## config.mk

```make
export PLATFORM = sky130hd
export DESIGN_NAME = serial_subtractor
export DESIGN_NICKNAME = d
export VERILOG_FILES = /design/src/rtl/serial_subtractor.sv
export SDC_FILE = /design/constraint.sdc
export NUM_CORES = 1
export LEC_CHECK = 0
export ABC_AREA = 1
export ABC_CLOCK_PERIOD_IN_PS = 2350
export BUFFER_PORTS_ARGS = -buffer_cell sky130_fd_sc_hd__buf_4
export CAP_MARGIN = 30
export CORE_UTILIZATION = 50
export DETAILED_ROUTE_END_ITERATION = 16
export GPL_TIMING_DRIVEN = 0
export HOLD_SLACK_MARGIN = 0.1
export PLACE_DENSITY = 0.73
export SLEW_MARGIN = 20
export SYNTH_ARGS = -nofsm -noshare
export SYNTH_HDL_FRONTEND = slang
export SYNTH_SLANG_ARGS = --single-unit
```

## constraint.sdc

```tcl
create_clock -name clk -period 2.35 [get_ports clk]
set_clock_uncertainty 0.15 [all_clocks]
set_input_delay 0.47 -clock clk [delete_from_list [all_inputs] [get_ports clk]]
set_output_delay 0.47 -clock clk [all_outputs]
set_load 0.005 [all_outputs]
```

## src/rtl/serial_subtractor.sv

```systemverilog
// serial_subtractor
//   Bit-serial unsigned subtractor. It computes diff = a - b (mod 2^WIDTH)
//   one bit per clock, starting at the LSB, and reports the final borrow-out.
//
// Ports
//   clk     in   clock; all state changes on its rising edge
//   rst_n   in   asynchronous reset, active low
//   start   in   request a subtraction; looked at only in IDLE
//   a       in   minuend, captured when start is accepted
//   b       in   subtrahend, captured when start is accepted
//   busy    out  high while bits are being processed (RUN)
//   done    out  one-cycle pulse; diff/borrow are valid from here on
//   diff    out  a - b modulo 2^WIDTH
//   borrow  out  final borrow-out; high when a < b unsigned
//   ovf     out  two's-complement overflow; present only with SERIAL_SUB_OVF_EN
//
// Build option
//   SERIAL_SUB_OVF_EN  when defined, adds the ovf output and its logic.
//
// Timing
//   edge 1 accepts start, edges 2..WIDTH+1 process bits 0..WIDTH-1,
//   and done is high in the cycle after edge WIDTH+1.
//
// state | meaning
// IDLE  | waiting for start; diff/borrow hold the last result
// RUN   | one bit of the difference is produced per cycle, LSB first
// DONE  | result complete; done is high for this one cycle

module serial_subtractor #(
  parameter int WIDTH = 8
) (
  input  logic             clk,
  input  logic             rst_n,
  input  logic             start,
  input  logic [WIDTH-1:0] a,
  input  logic [WIDTH-1:0] b,
  output logic             busy,
  output logic             done,
  output logic [WIDTH-1:0] diff,
  output logic             borrow
`ifdef SERIAL_SUB_OVF_EN
  ,
  output logic             ovf
`endif
);

  localparam int CW = (WIDTH > 1) ? $clog2(WIDTH) : 1;
  localparam logic [CW-1:0] LAST_BIT = CW'(WIDTH - 1);

  typedef enum logic [1:0] {
    IDLE = 2'd0,
    RUN  = 2'd1,
    DONE = 2'd2
  } state_t;

  state_t           state_q;
  logic [WIDTH-1:0] a_q;
  logic [WIDTH-1:0] b_q;
  logic [WIDTH-1:0] diff_q;
  logic [CW-1:0]    cnt_q;
  logic             br_q;
  logic             borrow_q;
  logic             busy_q;
  logic             done_q;
`ifdef SERIAL_SUB_OVF_EN
  logic             ovf_q;
`endif

  // One full-subtractor cell, fed by the operand bits selected by the counter.
  logic a_bit;
  logic b_bit;
  logic d_bit_d;
  logic br_d;

  always_comb begin
    a_bit   = a_q[cnt_q];
    b_bit   = b_q[cnt_q];
    d_bit_d = a_bit ^ b_bit ^ br_q;
    br_d    = (~a_bit & b_bit) | (~(a_bit ^ b_bit) & br_q);
  end

  always_ff @(posedge clk or negedge rst_n) begin
    if (!rst_n) begin
      state_q  <= IDLE;
      a_q      <= '0;
      b_q      <= '0;
      diff_q   <= '0;
      cnt_q    <= '0;
      br_q     <= 1'b0;
      borrow_q <= 1'b0;
      busy_q   <= 1'b0;
      done_q   <= 1'b0;
`ifdef SERIAL_SUB_OVF_EN
      ovf_q    <= 1'b0;
`endif
    end else begin
      case (state_q)
        IDLE: begin
          done_q <= 1'b0;
          if (start) begin
            a_q     <= a;
            b_q     <= b;
            cnt_q   <= '0;
            br_q    <= 1'b0;
            busy_q  <= 1'b1;
            state_q <= RUN;
          end
        end
        RUN: begin
          // Upper diff bits keep their previous value until their turn.
          diff_q[cnt_q] <= d_bit_d;
          br_q          <= br_d;
          if (cnt_q == LAST_BIT) begin
            borrow_q <= br_d;
`ifdef SERIAL_SUB_OVF_EN
            // Overflow only when operand signs differ and the result sign
            // disagrees with the minuend; d_bit_d is the result MSB here.
            ovf_q    <= (a_q[WIDTH-1] ^ b_q[WIDTH-1]) & (d_bit_d ^ a_q[WIDTH-1]);
`endif
            busy_q   <= 1'b0;
            done_q   <= 1'b1;
            state_q  <= DONE;
          end else begin
            cnt_q <= cnt_q + CW'(1);
          end
        end
        DONE: begin
          done_q  <= 1'b0;
          state_q <= IDLE;
        end
        default: begin
          busy_q  <= 1'b0;
          done_q  <= 1'b0;
          state_q <= IDLE;
        end
      endcase
    end
  end

  assign busy   = busy_q;
  assign done   = done_q;
  assign diff   = diff_q;
  assign borrow = borrow_q;
`ifdef SERIAL_SUB_OVF_EN
  assign ovf    = ovf_q;
`endif

endmodule

```

==> out/results.tsv <==
stage	metric	value	unit
placement	PortBufs	29	
final_layout	share of cells above drive strength 1	29.91	%
drt	Final ANT Viol Nets	0	
worst_setup_path	Largest stage delay, worst path	0.64	ns
synthesis	EDFF count, synth	0	
floorplanning	CORE AREA	0.003078	mm^2
synthesis	Yosys top cell area share	50.11	%
drt	Detailed Route WL	3.313	mm
cts	H-tree Lvls	2	
sta	smallest hold slack	0.1847	ns
worst_setup_path	critical path type	reg -> reg	
global_route	first-pass GRT wire length	5.664	mm
hold_path	class of the worst hold path	in -> reg	
sta	crit share post-route	91.63	%
drt	WL/cell	12.36	um
worst_setup_path	cell mode on critical path	nand2_1	
worst_setup_path	CP required	2.48	ns
global_route	Total GRT Usage	22.85	%
sta	count of final setup violators	0	
worst_setup_path	worst path cell trace	buf_4 -> inv_2 -> nand2_1 -> nand3_1 -> nand2_1 -> inv_1 -> nand2_1 -> fa_2 -> nand3_1 -> nand2_1	
power_and_ir_drop	Total Power	2685	uW
global_route	pin count of the biggest net entering global routing	34	
final_layout	nets	247	
cts	CTS tree	built	
worst_setup_path	CP endpoint kind	flip-flop	
sta	unrepaired setup endpoints after global routing	no	
sta	Setup WS post-layout	0.1967	ns
floorplanning	Die Y	59.41	um
cts	Sink Count	33	
final_layout	Area Growth Syn to Fin	19.67	%
synthesis	area of the mapped netlist	0.001648	mm^2
sta	final worst path period need	2.153	ns
synthesis	Synth Flop Type	dfrtp_1	
sta	Worst Tran Pin Value	0.4643	ns
synthesis	sequential-to-total area share from yosys stat	50.11	%
global_route	initial antenna violation count	0	
drt	vias	1319	
sta	Max Fclk	0.4644	GHz
placement	DP Worst Slack	0.05727	ns
drt	DRC	0	
worst_setup_path	CP Launch Type	flip-flop	
worst_setup_path	crit-path max FO	10	
floorplanning	Starting Density	53.54	%
synthesis	synth top area cells	dfrtp_1 (50%), nand2_1 (15%), o21ai_2 (7.4%)	
cts	cts bufs inserted	5	
global_route	grt ovf	0	
synthesis	Gate Count Post-Synth	189	
cts	clk buf depth	2	
power_and_ir_drop	Pleak	0.001034	uW
sta	relative slew slack	68.93	%
floorplanning	Die Area	0.003529	mm^2
cts	Clock Latency Late Sink	0.33	ns
floorplanning	row cnt	20	
synthesis	Yosys cell types	23	
placement	Final HPWL DP	2.391	mm
power_and_ir_drop	maximum vdd drop	0.6832	mV
synthesis	syn_nets	211	
global_route	vias in the first global route	1246	
floorplanning	die width	59.41	um
worst_setup_path	slowest stage cell, crit path	fa_2	
cts	number of setup buffers added after CTS	0	
synthesis	number of synthesized register bits	33	
power_and_ir_drop	power per cell area	1362	mW/mm^2
final_layout	final instance area	0.001972	mm^2
final_layout	commonest non-fill, non-tap cells in the layout	nand2_1 (66), dfrtp_1 (33), buf_4 (30), inv_1 (22), nand3_1 (17)	
worst_setup_path	worst path arrival time	2.28	ns
outcome	status	completed	
synthesis	synth warn	0	
synthesis	Async SR Flop Fraction	100.0	%
sta	Fin Setup TNS	0	ns
final_layout	commonest non-fill, non-tap cell in the layout	nand2_1	
cts	root buf cell	clkbuf_4	
synthesis	Synth area leader	dfrtp_1	
drt	post-DR vias/cell	4.922	
placement	Routability Congestion	0.7324	
worst_setup_path	Crit path buffers/inverters	3	
drt	Initial DRC Count	44	
placement	Post-Place Cell Area	0.001921	mm^2
worst_setup_path	crit-path leading delay family	adder cells	
drt	DRT Pass-1 Iters	4	
sta	Fin. Hold Viols	0	
floorplanning	Top-Level Pins	30	
synthesis	Post-Syn Area per Cell	8.719	um^2
final_layout	fillers	283	
flow_run	Max-Cap Viols	0	
sta	Slew Viols, Final	0	
cts	CTS clk-pin slew, worst paths	0.10	ns
final_layout	diodes inserted	0	
[report_power, final]
part / internal (uW) / switching, uW / total [uW]
logic: 585 / 843 / 1430
registers: 834 / 136 / 969
clock network: 104 / 183 / 287
total: 1520 / 1160 / 2690
[repair_timing]
| action | 4_1_cts | 5_1_grt |
|---|---|---|
| hold buffers | 1 | 0 |
| endpoints found under the setup margin | 0 | 8 |
| endpoints found under the hold margin | 33 | 0 |
| gates resized for setup | 0 | 1 |
[metal layers]
| layer | global-route usage [%] | vias up | routed length, um |
|---|---|---|---|
| met2 | 35.96 | 26 | 1645 |
| li1 | - | 654 | - |
| met5 | 0 | - | 0 |
| met4 | 10.20 | 0 | 59 |
| met1 | 28.65 | 633 | 1510 |
| met3 | 7.424 | 6 | 97 |
[path summary, 6_finish.rpt]
path | cells after the start | startpoint | end | slack, ns
setup / recovery | 10 | cnt_q[0] | diff[4] | 0.20
hold / removal | 3 | a[3] | a_q[3] | 0.18
setup reg to reg | 10 | cnt_q[0] | diff[4] | 0.20
hold reg to reg | 2 | diff[0] | diff[0] | 0.33
max in group asynchronous | 2 | rst_n | busy | 1.30
min in group asynchronous | 2 | rst_n | state_q[1] | 0.45
[Yosys cell counts, types with 2 or more instances]
cell and instances:
buf_6 2, dfrtp_1 33, ha_1 2, inv_1 22, inv_2 2, nand2_1 66, nand2_2 5, nand3_1 17
nand4_1 2, nor2_1 7, o21ai_0 6, o21ai_2 14
[state kept, by name, indices dropped and copies added (netlist names), 2 cells and up]
register	flops
state_q	2
cnt_q	3
diff	8
b_q	8
a_q	8
[tightest hold or removal path, delay by kind of cell]
| family | cells | cell delay, ns |
|---|---|---|
| simple gates | 1 | 0.05 |
| compound gates | 1 | 0.04 |
| buf+inv | 1 | 0.08 |
[stage by stage]
step           util, %  std cells
2_1_floorplan        -        189
3_3_place_gp     62.40        262
3_5_place_dp     62.40        262
4_1_cts          64.11        269
5_1_grt          64.07        268
6_report         64.07        268
[final cells by class]
type | instances | area [um^2] | share of cell area (%)
multi-input combinational | 125 | 670.6 | 34.01
timing repair buffer | 30 | 227.7 | 11.55
clock buffer | 5 | 37.54 | 1.904
clock inverter | 1 | 5.005 | 0.2538
tap | 44 | 55.05 | 2.792
sequential | 33 | 825.8 | 41.88
buffer | 4 | 45.04 | 2.284
inverter | 26 | 105.1 | 5.330
[logic make-up (layout without fill, tap and decap cells)]
| logic type | Yosys count | in the layout | synth area share, % |
|---|---|---|---|
| buf+inv | 31 | 66 | 9.340 |
| flops | 33 | 33 | 50.11 |
| fa+ha+maj | 3 | 3 | 2.733 |
| compound gates | 21 | 21 | 9.719 |
| simple gates | 101 | 101 | 28.09 |
Power figures use the tool's default switching activity.
